## config.mk

```make
export PLATFORM = sky130hd
export DESIGN_NAME = segre_br_unit
export DESIGN_NICKNAME = d
export VERILOG_FILES = /design/src/rtl/segre_pkg.sv /design/src/rtl/segre_bht.sv /design/src/rtl/segre_tkbr.sv /design/src/rtl/segre_br_unit.sv
export SDC_FILE = /design/constraint.sdc
export NUM_CORES = 1
export LEC_CHECK = 0
export ABC_AREA = 1
export ABC_CLOCK_PERIOD_IN_PS = 8600
export BUFFER_PORTS_ARGS = -buffer_cell sky130_fd_sc_hd__buf_4
export CAP_MARGIN = 15
export CORE_ASPECT_RATIO = 1.4
export CORE_MARGIN = 4
export CORE_UTILIZATION = 50
export CTS_CLUSTER_SIZE = 24
export DETAILED_ROUTE_END_ITERATION = 8
export PLACE_DENSITY = 0.73
export SYNTH_ARGS = -nofsm -noshare
export SYNTH_HDL_FRONTEND = slang
export SYNTH_SLANG_ARGS = --single-unit
```

## constraint.sdc

```tcl
create_clock -name clk_i -period 8.6 [get_ports clk_i]
set_input_delay 0.43 -clock clk_i [delete_from_list [all_inputs] [get_ports clk_i]]
set_output_delay 0.43 -clock clk_i [all_outputs]
set_load 0.1 [all_outputs]
```

## src/rtl/segre_pkg.sv

```systemverilog
// Shared types and helpers for the segre core: ALU opcodes, BHT counter type,
// branch classification.
package segre_pkg;

  localparam int unsigned WORD_SIZE = 32;

  typedef enum logic [4:0] {
    AluAdd,
    AluSub,
    AluAnd,
    AluOr,
    AluXor,
    AluSll,
    AluSrl,
    AluSra,
    AluSlt,
    AluSltu,
    AluBeq,
    AluBne,
    AluBlt,
    AluBge,
    AluBltu,
    AluBgeu,
    AluJal,
    AluJalr
  } alu_opcode_e;

  typedef logic [1:0] bht_cnt_t;

  localparam bht_cnt_t BHT_INIT = 2'b01;

  function automatic logic is_branch(alu_opcode_e op);
    case (op)
      AluBeq, AluBne, AluBlt, AluBge, AluBltu, AluBgeu, AluJal, AluJalr: return 1'b1;
      default: return 1'b0;
    endcase
  endfunction

endpackage

```

## src/rtl/segre_bht.sv

```systemverilog
// Branch history table of 2-bit saturating counters; one write port, one
// combinational read port that returns the pre-update value.
module segre_bht
  import segre_pkg::*;
#(
  parameter int unsigned ENTRIES = 64,
  parameter int unsigned IDX_W   = $clog2(ENTRIES)
) (
  input  logic             clk_i,
  input  logic             rst_i,
  input  logic             we_i,
  input  logic [IDX_W-1:0] widx_i,
  input  logic             taken_i,
  input  logic [IDX_W-1:0] ridx_i,
  output bht_cnt_t         rdata_o
);

  bht_cnt_t bht_q [ENTRIES];
  bht_cnt_t bht_d [ENTRIES];

  assign rdata_o = bht_q[ridx_i];

  always_comb begin
    bht_d = bht_q;
    if (we_i) begin
      if (taken_i && (bht_q[widx_i] != 2'b11)) begin
        bht_d[widx_i] = bht_q[widx_i] + 2'b01;
      end else if (!taken_i && (bht_q[widx_i] != 2'b00)) begin
        bht_d[widx_i] = bht_q[widx_i] - 2'b01;
      end
    end
  end

  always_ff @(posedge clk_i or posedge rst_i) begin
    if (rst_i) begin
      for (int i = 0; i < int'(ENTRIES); i++) begin
        bht_q[i] <= BHT_INIT;
      end
    end else begin
      bht_q <= bht_d;
    end
  end

endmodule

```

## src/rtl/segre_tkbr.sv

```systemverilog
// Branch direction comparator: taken/not-taken for every branch and jump opcode.
module segre_tkbr
  import segre_pkg::*;
#(
  parameter int unsigned XLEN = WORD_SIZE
) (
  input  alu_opcode_e     alu_opcode_i,
  input  logic [XLEN-1:0] br_src_a_i,
  input  logic [XLEN-1:0] br_src_b_i,
  output logic            tkbr_o
);

  always_comb begin
    tkbr_o = 1'b0;
    case (alu_opcode_i)
      AluBeq:          tkbr_o = (br_src_a_i == br_src_b_i);
      AluBne:          tkbr_o = (br_src_a_i != br_src_b_i);
      AluBlt:          tkbr_o = ($signed(br_src_a_i) < $signed(br_src_b_i));
      AluBge:          tkbr_o = ($signed(br_src_a_i) >= $signed(br_src_b_i));
      AluBltu:         tkbr_o = (br_src_a_i < br_src_b_i);
      AluBgeu:         tkbr_o = (br_src_a_i >= br_src_b_i);
      AluJal, AluJalr: tkbr_o = 1'b1;
      default:         tkbr_o = 1'b0;
    endcase
  end

endmodule

```

## src/rtl/segre_br_unit.sv

```systemverilog
// Registered EX-stage branch resolution: direction, mispredict and redirect one
// cycle after capture, BHT training and statistics on retirement.
module segre_br_unit
  import segre_pkg::*;
#(
  parameter int unsigned XLEN        = WORD_SIZE,
  parameter int unsigned BHT_ENTRIES = 64,
  parameter int unsigned CNT_W       = 32
) (
  input  logic              clk_i,
  input  logic              rst_i,
  input  logic              valid_i,
  input  logic              stall_i,
  input  logic              flush_i,
  input  alu_opcode_e       alu_opcode_i,
  input  logic [XLEN-1:0]   br_src_a_i,
  input  logic [XLEN-1:0]   br_src_b_i,
  input  logic [XLEN-1:0]   pc_i,
  input  logic [XLEN-1:0]   target_i,
  input  logic              pred_taken_i,
  input  logic [XLEN-1:0]   lookup_pc_i,
  output logic              lookup_taken_o,
  output logic              res_valid_o,
  output logic              tkbr_o,
  output logic              mispredict_o,
  output logic [XLEN-1:0]   redirect_pc_o,
  output logic [CNT_W-1:0]  n_branches_o,
  output logic [CNT_W-1:0]  n_mispred_o
);

  localparam int unsigned IDX_W = $clog2(BHT_ENTRIES);

  logic             valid_q, valid_d;
  logic             tk_q, tk_d;
  logic             mis_q, mis_d;
  logic             cond_q, cond_d;
  logic [XLEN-1:0]  redir_q, redir_d;
  logic [IDX_W-1:0] idx_q, idx_d;
  logic [CNT_W-1:0] n_branches_q, n_branches_d;
  logic [CNT_W-1:0] n_mispred_q, n_mispred_d;

  logic     tk;
  logic     mis;
  logic     retire;
  bht_cnt_t lookup_cnt;
  logic     unused_lookup_bits;

  segre_tkbr #(
    .XLEN (XLEN)
  ) u_tkbr (
    .alu_opcode_i (alu_opcode_i),
    .br_src_a_i   (br_src_a_i),
    .br_src_b_i   (br_src_b_i),
    .tkbr_o       (tk)
  );

  // No BTB: a JALR target is never known at fetch, so it always redirects.
  always_comb begin
    case (alu_opcode_i)
      AluJalr: mis = 1'b1;
      AluJal:  mis = !pred_taken_i;
      default: mis = (tk != pred_taken_i);
    endcase
  end

  assign retire = valid_q & ~stall_i & ~flush_i;

  always_comb begin
    valid_d      = valid_q;
    tk_d         = tk_q;
    mis_d        = mis_q;
    cond_d       = cond_q;
    redir_d      = redir_q;
    idx_d        = idx_q;
    n_branches_d = n_branches_q;
    n_mispred_d  = n_mispred_q;

    if (retire) begin
      if (n_branches_q != {CNT_W{1'b1}}) n_branches_d = n_branches_q + CNT_W'(1);
      if (mis_q && (n_mispred_q != {CNT_W{1'b1}})) n_mispred_d = n_mispred_q + CNT_W'(1);
    end

    if (flush_i) begin
      valid_d = 1'b0;
    end else if (!stall_i) begin
      valid_d = valid_i & is_branch(alu_opcode_i);
      // Payload only moves with a real branch so outputs keep their last values.
      if (valid_d) begin
        tk_d    = tk;
        mis_d   = mis;
        cond_d  = (alu_opcode_i != AluJal) && (alu_opcode_i != AluJalr);
        redir_d = tk ? target_i : pc_i + XLEN'(4);
        idx_d   = pc_i[IDX_W+1:2];
      end
    end
  end

  always_ff @(posedge clk_i or posedge rst_i) begin
    if (rst_i) begin
      valid_q      <= 1'b0;
      tk_q         <= 1'b0;
      mis_q        <= 1'b0;
      cond_q       <= 1'b0;
      redir_q      <= '0;
      idx_q        <= '0;
      n_branches_q <= '0;
      n_mispred_q  <= '0;
    end else begin
      valid_q      <= valid_d;
      tk_q         <= tk_d;
      mis_q        <= mis_d;
      cond_q       <= cond_d;
      redir_q      <= redir_d;
      idx_q        <= idx_d;
      n_branches_q <= n_branches_d;
      n_mispred_q  <= n_mispred_d;
    end
  end

  segre_bht #(
    .ENTRIES (BHT_ENTRIES),
    .IDX_W   (IDX_W)
  ) u_bht (
    .clk_i   (clk_i),
    .rst_i   (rst_i),
    .we_i    (retire & cond_q),
    .widx_i  (idx_q),
    .taken_i (tk_q),
    .ridx_i  (lookup_pc_i[IDX_W+1:2]),
    .rdata_o (lookup_cnt)
  );

  assign unused_lookup_bits = ^{lookup_pc_i[XLEN-1:IDX_W+2], lookup_pc_i[1:0], lookup_cnt[0]};

  assign lookup_taken_o = lookup_cnt[1];
  assign res_valid_o    = valid_q;
  assign tkbr_o         = tk_q;
  assign mispredict_o   = mis_q;
  assign redirect_pc_o  = redir_q;
  assign n_branches_o   = n_branches_q;
  assign n_mispred_o    = n_mispred_q;

endmodule

```

# ---- Yosys cells after proc, flatten, opt, wreduce, memory -nomap -nowiden
# Memories as Yosys holds them, arrays and structs flattened.
# Index checks and enable logic that the tools add are counted.
dict set report classes {
  n_addsub 5
  shifts 0
  n_mux 19
  mul 0
  eq_ne 17
  div 0
  n_lt_le_gt_ge 7
  n_bitwise 8
  n_reduce_logical 14
}
# cell count
set op_table {}
lappend op_table {{bitwise mux 128 bit} 2}
lappend op_table {{two-way mux 128 bit} 2}
lappend op_table {{adder 32 x 1 -> 32 bit, second input constant} 2}
lappend op_table {{>= comparator 32 bit} 2}
lappend op_table {{< comparator 32 bit} 2}
lappend op_table {{inequality test 32 bit, second input constant} 2}
lappend op_table {{adder 32 x 3 -> 32 bit, second input constant} 1}
lappend op_table {{== test 32 bit} 1}
lappend op_table {{two-way mux 32 bit} 1}
lappend op_table {{inequality test 32 bit} 1}
lappend op_table {{== test 5 x 4 -> 1 bit, second input constant} 6}
lappend op_table {{binary-select mux 2 bit (select 6 bit)} 2}
lappend op_table {{>= comparator 7 bit, second input constant} 2}
lappend op_table {{inverter 6 -> 7 bit} 2}
lappend op_table {{demux 2 bit (select 6 bit)} 1}
lappend op_table {{== test 5 bit, second input constant} 2}
lappend op_table {{two-way mux 2 bit} 5}
lappend op_table {{inequality test 5 bit, second input constant} 2}
lappend op_table {{< comparator 7 x 1 -> 1 bit, second input constant} 1}
lappend op_table {{case mux 1 bit (7 select lines)} 1}
lappend op_table {{AND reduction 2 bit} 3}
lappend op_table {{logical AND 1 bit} 5}
lappend op_table {{AND 1 bit} 4}
lappend op_table {{two-way mux 1 bit} 4}
lappend op_table {{other kinds (11)} 14}
dict set report totals {
  mem_bits_rw 0
  mem_count 1
  regBits 234
  elab_cells 143
  latch_bits 0
  romBits 32
  output_inout_bits 100
}
# memory depth width read_ports rd_clocked_by_memory_dff wr line
set memory_table {}
lappend memory_table {{(no name shown)} 32 1 1 0 0 segre_pkg.sv:33} ;# case (op)

# ---- Depth between registers and ports, before layout
dict set report depth {
  depth_word 8
  depth_mapped 23
}

# ---- Modules after synthesis
# From an unflattened synthesis, not the netlist that was laid out.
dict set report unflattened {
  cells_unflattened 2586
  hier_area_um2 16434.5
}
# mod instances area_each_um2 cells_per_inst seq_area_each_um2
set modules_own_cells {}
lappend modules_own_cells {segre_bht 1 8433.1 1321 3283.1}
lappend modules_own_cells {segre_br_unit 1 6971.7 1090 2652.5}
lappend modules_own_cells {segre_tkbr 1 1029.7 175 0.0}

# ---- Worst setup path before layout
# OpenSTA, ideal clock, no wires.
dict set report synth_path {
  kind {input port to output port}
  start {input lookup_pc_i[2]}
  end {output lookup_taken_o}
  cell_stages 8
  path_slack_ps 4488
  required_time_ps 8170
  t_arrival_ps 3682
  path_cell_list {clkbuf_1 -> inv_1 -> clkbuf_1 -> nor2_1 -> o22ai_1 -> nor2_1 -> o221a_2 -> o31ai_1}
}
dict set report synth_between {
  elab_chain_cells 4
}
# item line
set synth_lines {}
lappend synth_lines {{start: declaration} segre_br_unit.sv:21} ;# input logic [XLEN-1:0] lookup_pc_i,
lappend synth_lines {{inverter 6 -> 7 bit (implied by the code)} segre_bht.sv:21} ;# assign rdata_o = bht_q[ridx_i];
lappend synth_lines {{binary-select mux 2 bit (select 6 bit)} segre_bht.sv:21}
lappend synth_lines {{two-way mux 2 bit (implied by the code) (2 in series)} segre_bht.sv:21}
lappend synth_lines {{end: declaration} segre_br_unit.sv:22} ;# output logic lookup_taken_o,
# Every way passes these cells. The select of a mux whose other input is x is not followed.

# ---- Final worst setup path
dict set report layout_path {
  start {register idx_q[2]}
  end {register u_bht.bht_q[45] (netlist name)}
}
dict set report layout_between {
  elab_chain_cells 8
  word_cells_on_any_way 21
  classes_between {add/sub: 2; order compare: 2; eq/ne: 1; mux: 9; bitwise: 1; reduce/logical: 6}
}
# item line
set layout_lines {}
lappend layout_lines {{start: declaration} segre_br_unit.sv:38} ;# logic [IDX_W-1:0] idx_q, idx_d;
lappend layout_lines {{start signal: assignment} segre_br_unit.sv:114} ;# idx_q <= idx_d;
lappend layout_lines {{inverter 6 -> 7 bit (implied by the code) *} --}
lappend layout_lines {{binary-select mux 2 bit (select 6 bit), or another cell as far along} --}
lappend layout_lines {{two-way mux 2 bit (implied by the code) or logical AND 1 bit (tied branches)} --}
lappend layout_lines {{two-way mux 2 bit, on equally long branches} --}
lappend layout_lines {{subtractor 2 x 1 -> 2 bit, or another cell as far along} segre_bht.sv:29} ;# bht_d[widx_i] = bht_q[widx_i] - 2'b01;
lappend layout_lines {{bitwise mux 128 bit, or another cell as far along} segre_bht.sv:29}
lappend layout_lines {{two-way mux 128 bit or nonzero test 2 bit (tied branches)} --}
lappend layout_lines {{two-way mux 128 bit or AND reduction 2 bit (tied branches)} --}
lappend layout_lines {{end signal: assignment} segre_bht.sv:40} ;# bht_q <= bht_d;
lappend layout_lines {{end: declaration} segre_bht.sv:18} ;# bht_cnt_t bht_q [ENTRIES];
# Every way passes the cells marked *; elsewhere a longest branch is shown, timed or not. The select of a mux whose other input is x is not followed.
# A chain may end at the register's enable or synchronous reset.

==> results.cfg <==
[status]
status = finished clean

[critical_path]
critPathLaunchType = register
cp.arrival_ns = 5.48
endpoint_kind = register
crit_fanout = 34
required_ns = 8.97
worstSetupPathType = reg -> reg

[global_route]
grt_pass1_wl_um = 68100
grt_start_max_net_pins = 102
grtUsageTotal_pct = 26.9
grt_pass1_vias = 13600
antenna_found_initial = 0
grt_overflow_total = 0

[route]
totalWireLength_um = 41700
drt_iter0_markers = 877
drtAntennaViolNets = 0
vias_per_cell = 5.44
vias = 13500
drcViolationCount = 0
dr.pass1.iters = 7
wl_per_cell_um = 16.8

[run]
maxCapViolCount = 0

[synth]
ys_seq_elements = 234
synth_nets = 2086
netlist_top_cells_area = dfrtp_1 (30%), dfstp_2 (12%), nand2_1 (12%), inv_1 (6.8%), nor2_1 (5.6%)
async_reset_ff_share_pct = 100
synth_cells = 1878
synth_common_cells = nand2_1 (446), inv_1 (255), nor2_1 (210)
yosysWarnings = 0
synth.most_common_cell = nand2_1
netlist_area_sq_um = 14100
ys_seq_area_share_pct = 42.0
synth_cell_type_count = 47
synth_top_area_cell = dfrtp_1
synth_edf_count = 0
syn_avg_cell_area_sq_um = 7.52
synthFlopType = dfrtp_1
synth_top_area_share_pct = 30.1

[pwr]
p_leak_nw = 8.19
combinationalPowerShare_pct = 32.8
sw_frac_of_total_pct = 41.0
p_total_mw = 3.45
seqPwrFrac_pct = 35.4
power-per-cell-area_nw_per_um2 = 202
p_clk_share_pct = 31.9
internal_power_mw = 2.03
vdd_drop_max_mv = 0.191
netSwitchingPower_mw = 1.41

[timing]
finalSetupViolCount = 0
hold_viol_final = 0
min_period_over_period_pct = 59.4
fmax_mhz = 196
drv_slew = 0
worst_pin_slew_ns = 1.09
fin_setup_tns_ns = 0
grt_setup_unrepaired = no
period_needed_ns = 5.11
clock_skew_ns = 0.0195
maxSlewHeadroom_pct = 26.6

[place]
io_buffers = 244
dp_cells = 2439
finalWeightedCongestion = 0.936
dp_hpwl_um = 29500

[clock_network]
cts_tree = done
htree_levels = 1
clkLatencyLatePin_ns = 0.54
cts_setup_buffers = 0
clock-sinks = 234
cts_buffers = 25
postCtsHoldBufs = 0
cts_root_buffer = clkbuf_16
cts.clk_slew.worst_paths_ns = 0.07
clockBufferDepth = 3
post_cts_resized = 0

[floorplanning]
die_y_um = 207
start_util_pct = 50.9
die_x_um = 150
pin_count = 271
dieArea_sq_um = 31100
fp.coreArea_sq_um = 27700
num_rows = 72

[layout]
final_util_pct = 61.4
final_nets = 2304
drive_above_1_share_pct = 20.4
fin_cells = 2485
syn2layout_area_growth_pct = 20.6
n_antenna_cell = 0

[min_path]
hold_path_class = in -> async
## power by group through the flow
stage / clock, mW / sequential, mW / combinational (mW)
3_3_place_gp: 0 / 1.23 / 1.12
4_1_cts: 1.12 / 1.22 / 1.13
5_1_grt: 1.16 / 1.23 / 1.20
2_1_floorplan: 0 / 1.57 / 0.474
6_report: 1.10 / 1.22 / 1.13
3_5_place_dp: 0 / 1.23 / 1.13
## stage by stage
stage	worst slack, ns	hold WS (ns)	instance area (sq um)
4_1_cts	3.67	0.0455	17000
2_1_floorplan	1.86	0.453	14100
3_3_place_gp	3.76	0.467	16200
6_report	3.49	0.0237	17000
5_1_grt	3.26	0.0744	17000
3_5_place_dp	3.70	0.467	16200
## worst paths after layout
| path | startpoint | endpoint | slack (ns) | cells past startpoint |
|---|---|---|---|---|
| worst max-delay path | idx_q[2] | u_bht.bht_q[45] | 3.49 | 19 |
| worst min-delay path | rst_i | res_valid_o | 0.02 | 2 |
| worst max register to register | idx_q[2] | u_bht.bht_q[45] | 3.49 | 19 |
| worst min register to register | register | register | 0.48 | 2 |
| max in group asynchronous | rst_i | n_branches_o[15] | 7.11 | 3 |
| min in group clk_i | flush_i | res_valid_o | 0.11 | 2 |
## kinds of logic (layout without fill, tap and decap cells)
logic type	after synthesis	count (layout)	synth area share (%)
AO/OA/AOI/OAI	290	290	13.0
XOR/XNOR	88	88	5.45
AND/OR/NAND/NOR	904	904	27.1
flip-flops	234	234	42.0
adder cells (fa/ha/maj)	37	37	3.28
buffers and inverters	325	562	9.12
## critical path, cell delays in order, from the launching register on
cell and delay (ns):
dfrtp_1 0.54, inv_2 0.13, nand3_2 0.47, inv_1 0.45
nand2_1 0.14, o21ai_0 0.11, a221oi_1 0.28, nand3_1 0.14
nand2_1 0.08, nand2_1 0.08, nor2_1 0.16, nand3_1 0.16
ha_1 0.22, nor2_1 0.30, o21bai_1 0.16, nand3_1 0.31
clkinv_1 0.74, nand3_1 0.22, nand2_1 0.12, o21ai_0 0.09
## layout by cell type, fill, tap and decap left out, types with 8 or more instances in the layout
| cell | synthesis | layout |
|---|---|---|
| o21ai_0 | 141 | 141 |
| xnor2_1 | 29 | 29 |
| a221oi_1 | 8 | 8 |
| dfstp_2 | 64 | 64 |
| a21oi_1 | 17 | 17 |
| nor3_1 | 36 | 36 |
| o21ai_2 | 49 | 49 |
| nand4_1 | 23 | 23 |
| clkbuf_16 | 0 | 25 |
| nand3_1 | 140 | 139 |
| xor2_1 | 59 | 58 |
| nor4_1 | 28 | 28 |
| nand2_1 | 446 | 446 |
| inv_1 | 255 | 254 |
| o22ai_1 | 29 | 29 |
| dfrtp_1 | 170 | 170 |
| buf_4 | 0 | 253 |
| nor2_1 | 210 | 209 |
| ha_1 | 37 | 37 |
| a22oi_1 | 11 | 11 |
## layer usage
| metal | up-vias | part of all wire (%) | track usage (%) |
|---|---|---|---|
| li1 | 6530 | - | - |
| met3 | 114 | 9.0 | 6.42 |
| met1 | 6293 | 37 | 32.3 |
| met2 | 574 | 50 | 46.6 |
| met5 | - | 0 | 0 |
| met4 | 0 | 3.9 | 10.9 |
## cell type report
class / count / area, sq um
sequential: 234 / 5940
timing repair buffer: 253 / 1900
clock buffer: 35 / 703
tap: 370 / 463
multi-input combinational: 1319 / 6930
inverter: 263 / 995
fill: 2588 / 10700
clock inverter: 11 / 116
Power figures use the tool's default switching activity.
